`src/rtl/t03_pad_poller.sv`:
```
// Parametrised serial game-pad poller: drives the shared latch/pulse strobes, shifts every
// pad in parallel and presents active-high button words with a one-clk valid strobe.
module t03_pad_poller #(
   parameter int NUM_PADS    = 2,
   parameter int BITS        = 8,
   parameter int DIV         = 40,
   parameter int LATCH_TICKS = 12,
   parameter int HALF_TICKS  = 6,
   parameter int POLL_TICKS  = 16667
) (
   input  logic                     clk,
   input  logic                     rst,
   input  logic                     en_i,
   input  logic                     trig_i,
   input  logic [NUM_PADS-1:0]      pad_data_i,
   output logic                     pad_latch_o,
   output logic                     pad_pulse_o,
   output logic [NUM_PADS*BITS-1:0] buttons_o,
   output logic [NUM_PADS-1:0]      present_o,
   output logic                     valid_o,
   output logic                     busy_o
);

   localparam int DW   = (DIV > 1) ? $clog2(DIV) : 1;
   localparam int TMAX = (LATCH_TICKS > HALF_TICKS) ? LATCH_TICKS : HALF_TICKS;
   localparam int TW   = (TMAX > 1) ? $clog2(TMAX) : 1;
   localparam int BW   = $clog2(BITS + 1);
   localparam int PW   = (POLL_TICKS > 1) ? $clog2(POLL_TICKS) : 1;

   typedef enum logic [2:0] {
      S_IDLE  = 3'd0,
      S_LATCH = 3'd1,
      S_PHI   = 3'd2,
      S_PLO   = 3'd3,
      S_DONE  = 3'd4
   } state_t;

   state_t                     state_q, state_d;
   logic [DW-1:0]              div_q, div_d;
   logic [PW-1:0]              ptmr_q, ptmr_d;
   logic [TW-1:0]              tcnt_q, tcnt_d;
   logic [BW-1:0]              bitcnt_q, bitcnt_d;
   logic                       trig_pend_q, trig_pend_d;
   logic [NUM_PADS-1:0]        sync1_q, sync2_q;
   logic [NUM_PADS*BITS-1:0]   raw_q, raw_d;
   logic                       latch_q, pulse_q, busy_q, valid_q;
   logic [NUM_PADS*BITS-1:0]   buttons_q, buttons_d;
   logic [NUM_PADS-1:0]        present_q, present_d;
   logic                       tick_s, start_s, sample_s;

   // Tick divider and poll-period timer next state
   always_comb begin
      tick_s = (div_q == DW'(DIV - 1));
      div_d  = tick_s ? '0 : div_q + DW'(1);
      ptmr_d = ptmr_q;
      if (start_s) begin
         ptmr_d = '0;
      end else if (tick_s) begin
         ptmr_d = (ptmr_q == PW'(POLL_TICKS - 1)) ? '0 : ptmr_q + PW'(1);
      end else begin
         ptmr_d = ptmr_q;
      end
   end

   // Poll sequencer: state, per-state tick count, bit index and sampling
   always_comb begin
      state_d  = state_q;
      tcnt_d   = tcnt_q;
      bitcnt_d = bitcnt_q;
      start_s  = 1'b0;
      sample_s = 1'b0;
      case (state_q)
         S_IDLE: begin
            if (tick_s && (trig_pend_q || (en_i && ptmr_q == PW'(POLL_TICKS - 1)))) begin
               start_s  = 1'b1;
               state_d  = S_LATCH;
               tcnt_d   = '0;
               bitcnt_d = '0;
            end else begin
               state_d = S_IDLE;
            end
         end
         S_LATCH: begin
            if (tick_s && tcnt_q == TW'(LATCH_TICKS - 1)) begin
               sample_s = 1'b1;
               bitcnt_d = bitcnt_q + BW'(1);
               tcnt_d   = '0;
               state_d  = S_PHI;
            end else if (tick_s) begin
               tcnt_d = tcnt_q + TW'(1);
            end else begin
               tcnt_d = tcnt_q;
            end
         end
         S_PHI: begin
            if (tick_s && tcnt_q == TW'(HALF_TICKS - 1)) begin
               tcnt_d  = '0;
               state_d = S_PLO;
            end else if (tick_s) begin
               tcnt_d = tcnt_q + TW'(1);
            end else begin
               tcnt_d = tcnt_q;
            end
         end
         S_PLO: begin
            if (tick_s && tcnt_q == TW'(HALF_TICKS - 1)) begin
               sample_s = 1'b1;
               bitcnt_d = bitcnt_q + BW'(1);
               tcnt_d   = '0;
               state_d  = (bitcnt_q + BW'(1) < BW'(BITS)) ? S_PHI : S_DONE;
            end else if (tick_s) begin
               tcnt_d = tcnt_q + TW'(1);
            end else begin
               tcnt_d = tcnt_q;
            end
         end
         S_DONE: begin
            state_d = S_IDLE;
         end
         default: begin
            state_d = S_IDLE;
         end
      endcase

      // Every pad shifts in parallel; bitcnt_q selects the raw bit being captured
      raw_d = raw_q;
      for (int p = 0; p < NUM_PADS; p++) begin
         for (int i = 0; i < BITS; i++) begin
            if (sample_s && bitcnt_q == BW'(i)) begin
               raw_d[p*BITS+i] = sync2_q[p];
            end else begin
               raw_d[p*BITS+i] = raw_q[p*BITS+i];
            end
         end
      end
   end

   // Sticky trigger request and result words loaded on entry to DONE
   always_comb begin
      trig_pend_d = start_s ? 1'b0 : ((trig_i && state_q == S_IDLE) ? 1'b1 : trig_pend_q);
      buttons_d   = buttons_q;
      present_d   = present_q;
      if (state_d == S_DONE) begin
         buttons_d = ~raw_d;
         for (int p = 0; p < NUM_PADS; p++) begin
            present_d[p] = (raw_d[p*BITS +: BITS] != {BITS{1'b1}});
         end
      end else begin
         buttons_d = buttons_q;
         present_d = present_q;
      end
   end

   // State, counters, synchroniser and registered outputs
   always_ff @(posedge clk or posedge rst) begin
      if (rst) begin
         state_q     <= S_IDLE;
         div_q       <= '0;
         ptmr_q      <= '0;
         tcnt_q      <= '0;
         bitcnt_q    <= '0;
         trig_pend_q <= 1'b0;
         sync1_q     <= {NUM_PADS{1'b1}};
         sync2_q     <= {NUM_PADS{1'b1}};
         raw_q       <= '0;
         latch_q     <= 1'b0;
         pulse_q     <= 1'b0;
         busy_q      <= 1'b0;
         valid_q     <= 1'b0;
         buttons_q   <= '0;
         present_q   <= '0;
      end else begin
         state_q     <= state_d;
         div_q       <= div_d;
         ptmr_q      <= ptmr_d;
         tcnt_q      <= tcnt_d;
         bitcnt_q    <= bitcnt_d;
         trig_pend_q <= trig_pend_d;
         sync1_q     <= pad_data_i;
         sync2_q     <= sync1_q;
         raw_q       <= raw_d;
         latch_q     <= (state_d == S_LATCH);
         pulse_q     <= (state_d == S_PHI);
         busy_q      <= (state_d != S_IDLE);
         valid_q     <= (state_d == S_DONE);
         buttons_q   <= buttons_d;
         present_q   <= present_d;
      end
   end

   assign pad_latch_o = latch_q;
   assign pad_pulse_o = pulse_q;
   assign buttons_o   = buttons_q;
   assign present_o   = present_q;
   assign valid_o     = valid_q;
   assign busy_o      = busy_q;

endmodule

```
`config.mk`:
```
export PLATFORM = sky130hd
export DESIGN_NAME = t03_pad_poller
export DESIGN_NICKNAME = d
export VERILOG_FILES = /design/src/rtl/t03_pad_poller.sv
export SDC_FILE = /design/constraint.sdc
export NUM_CORES = 1
export LEC_CHECK = 0
export BUFFER_PORTS_ARGS = -buffer_cell sky130_fd_sc_hd__buf_2
export CORE_ASPECT_RATIO = 1.4
export CORE_MARGIN = 8
export CORE_UTILIZATION = 60
export CTS_CLUSTER_SIZE = 25
export DETAILED_ROUTE_END_ITERATION = 7
export PLACE_DENSITY = 0.8
export SETUP_SLACK_MARGIN = 0.5
export SYNTH_ARGS = -nofsm -noshare
export SYNTH_HDL_FRONTEND = slang
export SYNTH_SLANG_ARGS = --single-unit
export TNS_END_PERCENT = 50
```
`constraint.sdc`:
```
create_clock -name clk -period 3.25 [get_ports clk]
set_input_delay 0.65 -clock clk [delete_from_list [all_inputs] [get_ports clk]]
set_output_delay 0.65 -clock clk [all_outputs]
set_load 0.02 [all_outputs]
```
==> flow_summary_export.csv, run 1 <==
group,metric,value,unit
clocking,cts-root-buf,"clkbuf_8",
synth,async_flop_share,100.0,%
die,die_w,82.47,um
worst_hold_path,hp-class,"reg -> reg",
synth,yosysMostFrequentCell,"dfrtp_1",
grt,grt_pass1_wl,13220,um
synth,syn_area,0.003711,mm2
grt,overflow,0,
final_layout,fin_nets,394,
critical_path,cp_max_fo,7,
synth,synth-seq-cells,75,
placement,dp_hpwl,5778,um
power_and_ir_drop,ir_worst_vdd,0.2588,mV
die,die-area,0.008993,mm2
clocking,clkSinkCount,75,
die,ios,28,
sta,timing_hold_violations_final,0,
power_and_ir_drop,p_total,1.581,mW
clocking,clk_pin_slew,0.07,ns
synth,yosysTopAreaCellShare,47.88,%
placement,gp_congestion,0.8189,
clocking,hold_buffers,0,
clocking,cts.path.max_buffers,2,
critical_path,worstPathRequired,3.48,ns
clocking,numCtsBuffers,9,
die,start_util,61.00,%
grt,antenna_found_initial,0,
routing,vias,2846,
sta,tightestPinTransition,0.7852,ns
sta,max_clock_freq,408.6,MHz
synth,synth_ff_type,"dfrtp_1",
sta,fin_setup_tns,0,ns
job,drv_cap,0,
critical_path,worstPathArrival,2.68,ns
synth,synth_nets,368,
sta,skew,0.01207,ns
synth,synth_edf_count,0,
placement,portBuffers,27,
placement,dp.cells,440,
final_layout,finish.utilization,67.24,%
synth,ys_types,52,
routing,drtPass1Iterations,4,
routing,antenna_left,0,
sta,rsz0062_at_grt,"no",
synth,synth_common_cells,"dfrtp_1 (71), o21ai_0 (34), nor2_1 (30), nand2_1 (23), o31ai_1 (20)",
sta,period_share,75.30,%
sta,hold_ws,0.3575,ns
synth,synth.largest_area_cell,"dfrtp_1",
critical_path,end_kind,"register",
final_layout,syn_to_final_growth,10.22,%
final_layout,diodes,0,
sta,period_needed,2.447,ns
routing,initialDrtViolationCount,150,
die,row_count,34,
synth,ys_seq_area_share,50.71,%
sta,setup_viol,0,
final_layout,layout.cells.non_filler,456,
routing,wl_per_cell,17.29,um
synth,netlist_instances,353,
clocking,cts_tree,"yes",
critical_path,startpoint_type,"register",
routing,wl,7886,um
status,outcome,"finished clean",
synth,avgSynthCellArea,10.51,um2
grt,grt_usage,18.99,%
routing,post-route-drc-count,0,
grt,grt_max_degree,44,
final_layout,drive_gt1_share,19.53,%
sta,drv_slew,0,
routing,vias_per_cell,6.241,
power_and_ir_drop,power_density,386.6,mW/mm2
critical_path,critical_path_class,"reg -> reg",
clocking,htree_levels,3,
grt,grt_pass1_vias,2812,
power_and_ir_drop,leakagePower,1.897,nW
die,coreArea,0.006083,mm2
synth,synth_area_leaders,"dfrtp_1 (48%), mux2_2 (4.9%), o21ai_0 (4.6%), o31ai_1 (4.0%), ha_1 (3.0%)",
die,die_y,109.1,um
sta,slew_headroom,47.65,%
clocking,clkLatencyLatePin,0.35,ns
clocking,postCtsSetupBuffers,0,
clocking,ctsResizeCount,0,
synth,yosys_warnings,0,
## final cells by class
cell class	instances	area, um2
Fill cell	469	1993
Sequential cell	75	1882
Multi-Input combinational cell	250	1717
Timing Repair Buffer	33	192.7
Clock buffer	11	131.4
Tap cell	72	90.09
Clock inverter	5	40.04
Inverter	10	37.54
## metal layers
layer	track usage [%]	up-vias	wire, um
met1	21.02	1407	3194
met2	32.51	65	4111
met3	4.373	23	327
met4	10.08	0	252
li1	-	1351	-
met5	0	-	0
## layout by cell type, fill, tap and decap left out, types with 4 or more instances in the layout
cell,n
nor3_1,5
ha_1,9
o21ai_0,34
clkbuf_8,9
xor2_1,12
and3_1,7
nand2_1,23
dfstp_2,4
dfrtp_1,71
mux2_2,16
buf_4,5
xnor2_1,5
o31ai_1,20
nand4_1,7
nor2_1,30
nand3_1,13
a21oi_1,11
buf_2,27
inv_1,9
a21o_1,5
## state kept, by name, indices dropped and copies added (netlist names)
name,flops
bitcnt_q,4
busy_o,1
buttons_o,16
div_q,6
pad_latch_o,1
pad_pulse_o,1
present_o,2
ptmr_q,15
raw_q,16
state_q,3
sync1_q,2
sync2_q,2
tcnt_q,4
trig_pend_q,1
valid_o,1
## report_power, final
part           internal, mW  switching (mW)  total (mW)
Combinational       0.00510          0.0187      0.0238
Sequential            0.937         0.00517       0.942
Clock                 0.279           0.336       0.615
## cells by family after synthesis
group	share of synthesized area [%]
and+or+nand+nor	16.12
muxes	5.125
xor gates and xnor gates	4.012
buffers and inverters	3.034
adders and majority gates	3.034
AOI/OAI and AO/OA	17.97
DFF	50.71
## through the flow
stage / setup WS, ns / instance area, um2
2_1_floorplan: 0.6966 / 3711
5_1_grt: 0.6133 / 4090
6_report: 0.8029 / 4090
4_1_cts: 0.7954 / 4090
3_3_place_gp: 0.8507 / 3919
3_5_place_dp: 0.8147 / 3919
## path summary, 6_finish.rpt
check	start	end	slack [ns]	cells after the start
max	div_q[0]	present_o[0]	0.80	8
min	sync1_q[0]	sync2_q[0]	0.36	0
max reg2reg	div_q[0]	present_o[0]	0.80	8
min reg2reg	sync1_q[0]	sync2_q[0]	0.36	0
max in group asynchronous	rst	sync2_q[1]	2.12	3
min in group asynchronous	rst	buttons_o[8]	0.39	2
## critical path: stages (launching register included)
cell,delay (ns)
dfrtp_1,0.39
ha_1,0.23
nand4b_2,0.17
nor2_1,0.40
nand2_1,0.14
nor4b_1,0.51
buf_4,0.22
o2111ai_1,0.10
o22a_1,0.17
Power figures use the tool's default switching activity.
==> inputs of run 2 (changes only) <==
--- a/config.mk
+++ b/config.mk
@@ -8,10 +8,10 @@
 export BUFFER_PORTS_ARGS = -buffer_cell sky130_fd_sc_hd__buf_2
 export CORE_ASPECT_RATIO = 1.4
 export CORE_MARGIN = 8
-export CORE_UTILIZATION = 60
+export CORE_UTILIZATION = 54
 export CTS_CLUSTER_SIZE = 25
 export DETAILED_ROUTE_END_ITERATION = 7
-export PLACE_DENSITY = 0.8
+export PLACE_DENSITY = 0.76
 export SETUP_SLACK_MARGIN = 0.5
 export SYNTH_ARGS = -nofsm -noshare
 export SYNTH_HDL_FRONTEND = slang
==> constraint.sdc (replaced) <==
create_clock -name clk -period 2.1 [get_ports clk]
set_input_delay 0.42 -clock clk [delete_from_list [all_inputs] [get_ports clk]]
set_output_delay 0.42 -clock clk [all_outputs]
set_load 0.02 [all_outputs]
==> run 2 against run 1 <==
  * Clock-buffer cell count unchanged
  * Critical path type unchanged
  * Final cell count up 16%
  * Worst hold slack worse by 0.24 ns
  * Fmax up 8.9%
  * Clock power up 66%
  * Routed wire length up 39%
  * Clock skew up 0.0048 ns
  * Non-clock buffer count up 51
  * The flow now finishes with violations (negative setup slack)
==> flow_summary_export.csv, run 2 (same netlist as run 1, synthesis figures left out) <==
group,metric,value,unit
final_layout,register_area,0.001883,mm2
sta,drv_slew,0,
sta,timing_hold_violations_final,0,
clocking,numCtsBuffers,9,
final_layout,stdcell_area,0.005236,mm2
die,row_count,36,
placement,dpl_cell_area,0.004232,mm2
sta,period_needed,2.246,ns
final_layout,diodes,0,
placement,gp_congestion,0.8419,
clocking,clkSinkCount,75,
critical_path,critical_path_class,"reg -> reg",
status,outcome,"complete, but fails checks",
clocking,hold_buffers,0,
sta,hold_ws,0.1134,ns
sta,rsz0062_at_grt,"yes",
clocking,htree_levels,3,
job,drv_cap,0,
clocking,clk_pin_slew,0.08,ns
final_layout,final_cell_mix,"dfrtp_1 (70), buf_4 (36), buf_2 (27)",
placement,dp_slack,-0.2343,ns
die,die_w,86.06,um
sta,setup_ws,-0.1465,ns
final_layout,drive_gt1_share,47.59,%
final_layout,n_fill_cell,392,
final_layout,layout_commonest_cell,"dfrtp_1",
grt,antenna_found_initial,0,
grt,grt_pass1_vias,3348,
placement,portBuffers,27,
grt,grt_max_degree,36,
critical_path,cp_max_fo,5,
sta,max_clock_freq,445.1,MHz
final_layout,syn_to_final_growth,41.10,%
clocking,cts_tree,"yes",
clocking,cts.path.max_buffers,2,
final_layout,multi_input_area,0.002344,mm2
sta,period_share,107.0,%
routing,post-route-drc-count,0,
critical_path,worstPathRequired,2.35,ns
routing,antenna_left,0,
final_layout,fin_nets,445,
sta,fin_setup_tns,-1.670,ns
sta,tightestPinTransition,0.5673,ns
grt,grt_usage,20.56,%
routing,initialDrtViolationCount,195,
critical_path,end_kind,"register",
final_layout,finish.utilization,76.99,%
die,die-area,0.009818,mm2
power_and_ir_drop,ir_worst_vdd,0.4820,mV
die,die_y,114.1,um
routing,drtPass1Iterations,4,
clocking,cts-root-buf,"clkbuf_8",
routing,wl,10930,um
routing,vias_per_cell,6.194,
sta,setup_viol,20,
sta,skew,0.01689,ns
sta,slew_headroom,62.10,%
routing,vias,3283,
worst_hold_path,hp-class,"in -> async",
critical_path,worstPathArrival,2.49,ns
critical_path,reg2reg_slack,-0.15,ns
routing,wl_per_cell,20.62,um
placement,dp_hpwl,6040,um
grt,overflow,0,
grt,grt_pass1_wl,15930,um
power_and_ir_drop,leakagePower,2.438,nW
die,start_util,54.56,%
clocking,clkLatencyLatePin,0.36,ns
critical_path,startpoint_type,"register",
die,ios,28,
status,failed_checks,"negative setup slack",
power_and_ir_drop,power_density,482.1,mW/mm2
die,coreArea,0.006802,mm2
-- run 2: cell count changes in the layout (fill, tap and decap cells not counted), moves of 7 or more --
cell and change:
nand2_4 +7, mux2_2 -12, mux2_4 +12, o21ai_0 -13, nor2_1 -12, nand2_1 -11
o31ai_2 +14, o31ai_1 -19, o21ai_1 +10, buf_6 +17, buf_4 +31
-- run 2: final timing paths --
| kind | startpoint | end | depth (start not counted) |
|---|---|---|---|
| setup / recovery | tcnt_q[0] | present_o[0] | 8 |
| hold / removal | rst | state_q[2] | 2 |
| setup reg to reg | tcnt_q[0] | present_o[0] | 8 |
| hold reg to reg | sync1_q[0] | sync2_q[0] | 0 |
| max in group asynchronous | rst | sync1_q[0] | 3 |
| min in group clk | pad_data_i[1] | sync1_q[1] | 1 |
-- run 2: report_power, final --
part           switching [mW]  leakage, nW  internal [mW]
clock network           0.558       0.0820          0.463
registers             0.00867        0.987           1.45
logic                  0.0317         1.37         0.0122
-- run 2: area by class of cell --
type,count,area share (%)
Sequential cell,75,35.96
Clock buffer,11,2.700
Clock inverter,5,0.6930
Multi-Input combinational cell,250,44.76
Tap cell,95,2.270
Inverter,10,0.7885
Timing Repair Buffer,84,12.83
-- run 2: per-stage QoR --
| step | power, mW | instances |
|---|---|---|
| 6_report | 2.524 | 530 |
| 5_1_grt | 2.601 | 530 |
| 4_1_cts | 2.525 | 522 |
| 3_5_place_dp | 1.531 | 497 |
| 3_3_place_gp | 1.530 | 497 |
| 2_1_floorplan | 1.506 | 353 |
-- run 2: worst max-delay path, stage by stage, from the launching register on --
cell and delay, ns:
dfrtp_1 0.40, ha_2 0.20, and4bb_2 0.29, a32oi_4 0.20, buf_6 0.18, nand3b_1 0.23, o31ai_2 0.28, o2111ai_2 0.17
o22a_1 0.18
-- run 2: repair_timing --
item	CTS	global route
pin swaps	63	59
setup endpoints to repair	64	65
gates cloned	0	0
buffers inserted	9	8
endpoints found under the hold margin	0	0
resized for setup	95	62
-- run 2: layer usage --
metal,GRT usage [%],wire length [um],vias up
li1,-,-,1463
met4,12.44,367,0
met5,0,0,-
met3,3.951,436,39
met2,36.06,5968,115
met1,22.16,4154,1666
==> inputs of run 3 (changes only) <==
--- a/config.mk
+++ b/config.mk
@@ -16,4 +16,4 @@
 export SYNTH_ARGS = -nofsm -noshare
 export SYNTH_HDL_FRONTEND = slang
 export SYNTH_SLANG_ARGS = --single-unit
-export TNS_END_PERCENT = 50
+export TNS_END_PERCENT = 20
==> run 3 against run 2 <==
  * Global-route usage down 1.6 points
  * Die area unchanged
  * The run still ends with negative setup slack left
  * Critical path type unchanged
  * Highest routed layer unchanged
  * Worst setup slack better by 0.042 ns
  * Register-to-register slack better by 0.04 ns
  * Final area down 6.2%
==> flow_summary_export.csv, run 3 (same netlist as run 1, synthesis figures left out) <==
group,metric,value,unit
status,outcome,"complete, but fails checks",
status,failed_checks,"negative setup slack",
final_layout,n_fill_cell,461,
sta,period_needed,2.204,ns
final_layout,register_area,0.001882,mm2
die,die-area,0.009818,mm2
final_layout,fin_nets,438,
sta,tightestPinTransition,0.5635,ns
routing,antenna_left,0,
clocking,clk_pin_slew,0.08,ns
power_and_ir_drop,power_density,510.2,mW/mm2
routing,vias,3150,
critical_path,slowest_stage,"ha_1",
power_and_ir_drop,leakagePower,2.338,nW
sta,slew_headroom,62.04,%
placement,dp.cells,497,
placement,portBuffers,27,
grt,grt_usage,18.91,%
sta,timing_hold_violations_final,0,
clocking,clkLatencyLatePin,0.35,ns
critical_path,startpoint_type,"register",
critical_path,end_kind,"register",
routing,vias_per_cell,6.023,
routing,initialDrtViolationCount,211,
grt,grt_pass1_wl,14740,um
final_layout,layout.cells.non_filler,523,
critical_path,critical_path_class,"reg -> reg",
final_layout,final_cell_mix,"dfrtp_1 (71), buf_4 (38), o21ai_0 (31)",
clocking,hold_buffers,0,
final_layout,layout_commonest_cell,"dfrtp_1",
routing,wl,9485,um
critical_path,max_stage_delay,0.49,ns
die,die_y,114.1,um
final_layout,diodes,0,
final_layout,multi_input_area,0.002108,mm2
routing,drtPass1Iterations,4,
sta,drv_slew,0,
final_layout,drive_gt1_share,38.55,%
sta,period_share,105.0,%
critical_path,crit_family,"compound AO/OA/AOI/OAI gates",
job,drv_cap,0,
sta,setup_viol,17,
die,start_util,54.56,%
clocking,htree_levels,3,
die,row_count,36,
die,coreArea,0.006802,mm2
grt,overflow,0,
routing,post-route-drc-count,0,
sta,skew,0.01224,ns
clocking,clkSinkCount,75,
worst_hold_path,hp-class,"in -> async",
die,ios,28,
sta,rsz0062_at_grt,"yes",
critical_path,cp_max_fo,12,
sta,max_clock_freq,453.6,MHz
clocking,cts.path.max_buffers,2,
placement,gp_congestion,0.8419,
clocking,numCtsBuffers,9,
final_layout,syn_to_final_growth,32.40,%
grt,grt_pass1_vias,3073,
placement,dp_hpwl,6040,um
clocking,cts_tree,"yes",
power_and_ir_drop,ir_worst_vdd,0.4889,mV
die,die_w,86.06,um
sta,setup_ws,-0.1045,ns
critical_path,worstPathArrival,2.50,ns
grt,antenna_found_initial,0,
critical_path,path_buf_inv,1,
grt,grt_max_degree,36,
final_layout,finish.utilization,72.24,%
critical_path,path_cells,"inv_1 > ha_1 > o21ai_0 > o311ai_0 > o31ai_2 > o2111ai_2 > o22a_1",
critical_path,worstPathRequired,2.40,ns
clocking,cts-root-buf,"clkbuf_8",
routing,wl_per_cell,18.14,um
run 3: changes by cell type in the layout (fill, tap and decap cells not counted), moves of 3 or more:
cell     before  now
nor2_2        6    2
o21ai_0      21   31
o21ai_1      10    3
nand2_1      12   16
nand2_2       4    1
buf_6        17    8
o21ai_2       3    0
nor2_4        6    3
o31ai_1       1    4
nand3_2       4    1
nand3_1       8   12
nor2_1       18   25
run 3: metal layers:
metal	vias to the layer above	track usage, %	routed length, um
met2	105	33.08	5068
met4	0	9.507	347
met5	-	0	0
met1	1567	21.25	3636
met3	34	3.592	433
li1	1444	-	-
run 3: through the flow:
stage	power, mW	cell area [um2]	hold WS [ns]	TNS, ns	worst slack, ns
after floorplan	1.506	3715	0.3452	-0.4352	-0.1150
after global placement	1.530	4232	0.3498	-1.934	-0.1231
after detailed placement	1.531	4232	0.3512	-3.714	-0.2343
after CTS	2.525	4669	0.1223	-0.2944	-0.07644
after global routing	2.591	4913	0.1475	-2.324	-0.1911
final	2.507	4913	0.1164	-0.8278	-0.1045
run 3: final cells by class:
| cell class | instances | area share, % |
|---|---|---|
| Tap cell | 95 | 2.419 |
| Clock buffer | 11 | 2.878 |
| Multi-Input combinational cell | 250 | 42.91 |
| Inverter | 10 | 0.8403 |
| Sequential cell | 75 | 38.30 |
| Timing Repair Buffer | 77 | 11.92 |
| Clock inverter | 5 | 0.7385 |
run 3: repair_timing:
| action | CTS | global route |
|---|---|---|
| setup buffers | 7 | 3 |
| endpoints found under the setup margin | 64 | 66 |
| gates cloned | 0 | 0 |
| pin swaps | 24 | 31 |
| resized for setup | 44 | 49 |
run 3: power breakdown:
| group | switching [mW] | internal [mW] | total (mW) |
|---|---|---|---|
| clock network | 0.541 | 0.463 | 1.00 |
| logic | 0.0318 | 0.0122 | 0.0441 |
| registers | 0.00843 | 1.45 | 1.46 |
run 3: worst paths after layout:
kind / startpoint / end / slack, ns / cells past startpoint
worst max-delay path: bitcnt_q[0] / present_o[0] / -0.10 / 7
min in group clk: pad_data_i[1] / sync1_q[1] / 0.17 / 1
max in group asynchronous: rst / sync2_q[0] / 1.40 / 3
worst min-delay path: rst / state_q[2] / 0.12 / 2
worst min register to register: sync1_q[1] / sync2_q[1] / 0.36 / 0
worst max register to register: bitcnt_q[0] / present_o[0] / -0.10 / 7
run 3: worst register-to-register path: cells and delay by family, from the launching register on:
kind	cells	cell delay (ns)
compound gates	5	1.09
buf+inv	1	0.11
flops	1	0.46
fa+ha+maj	1	0.49
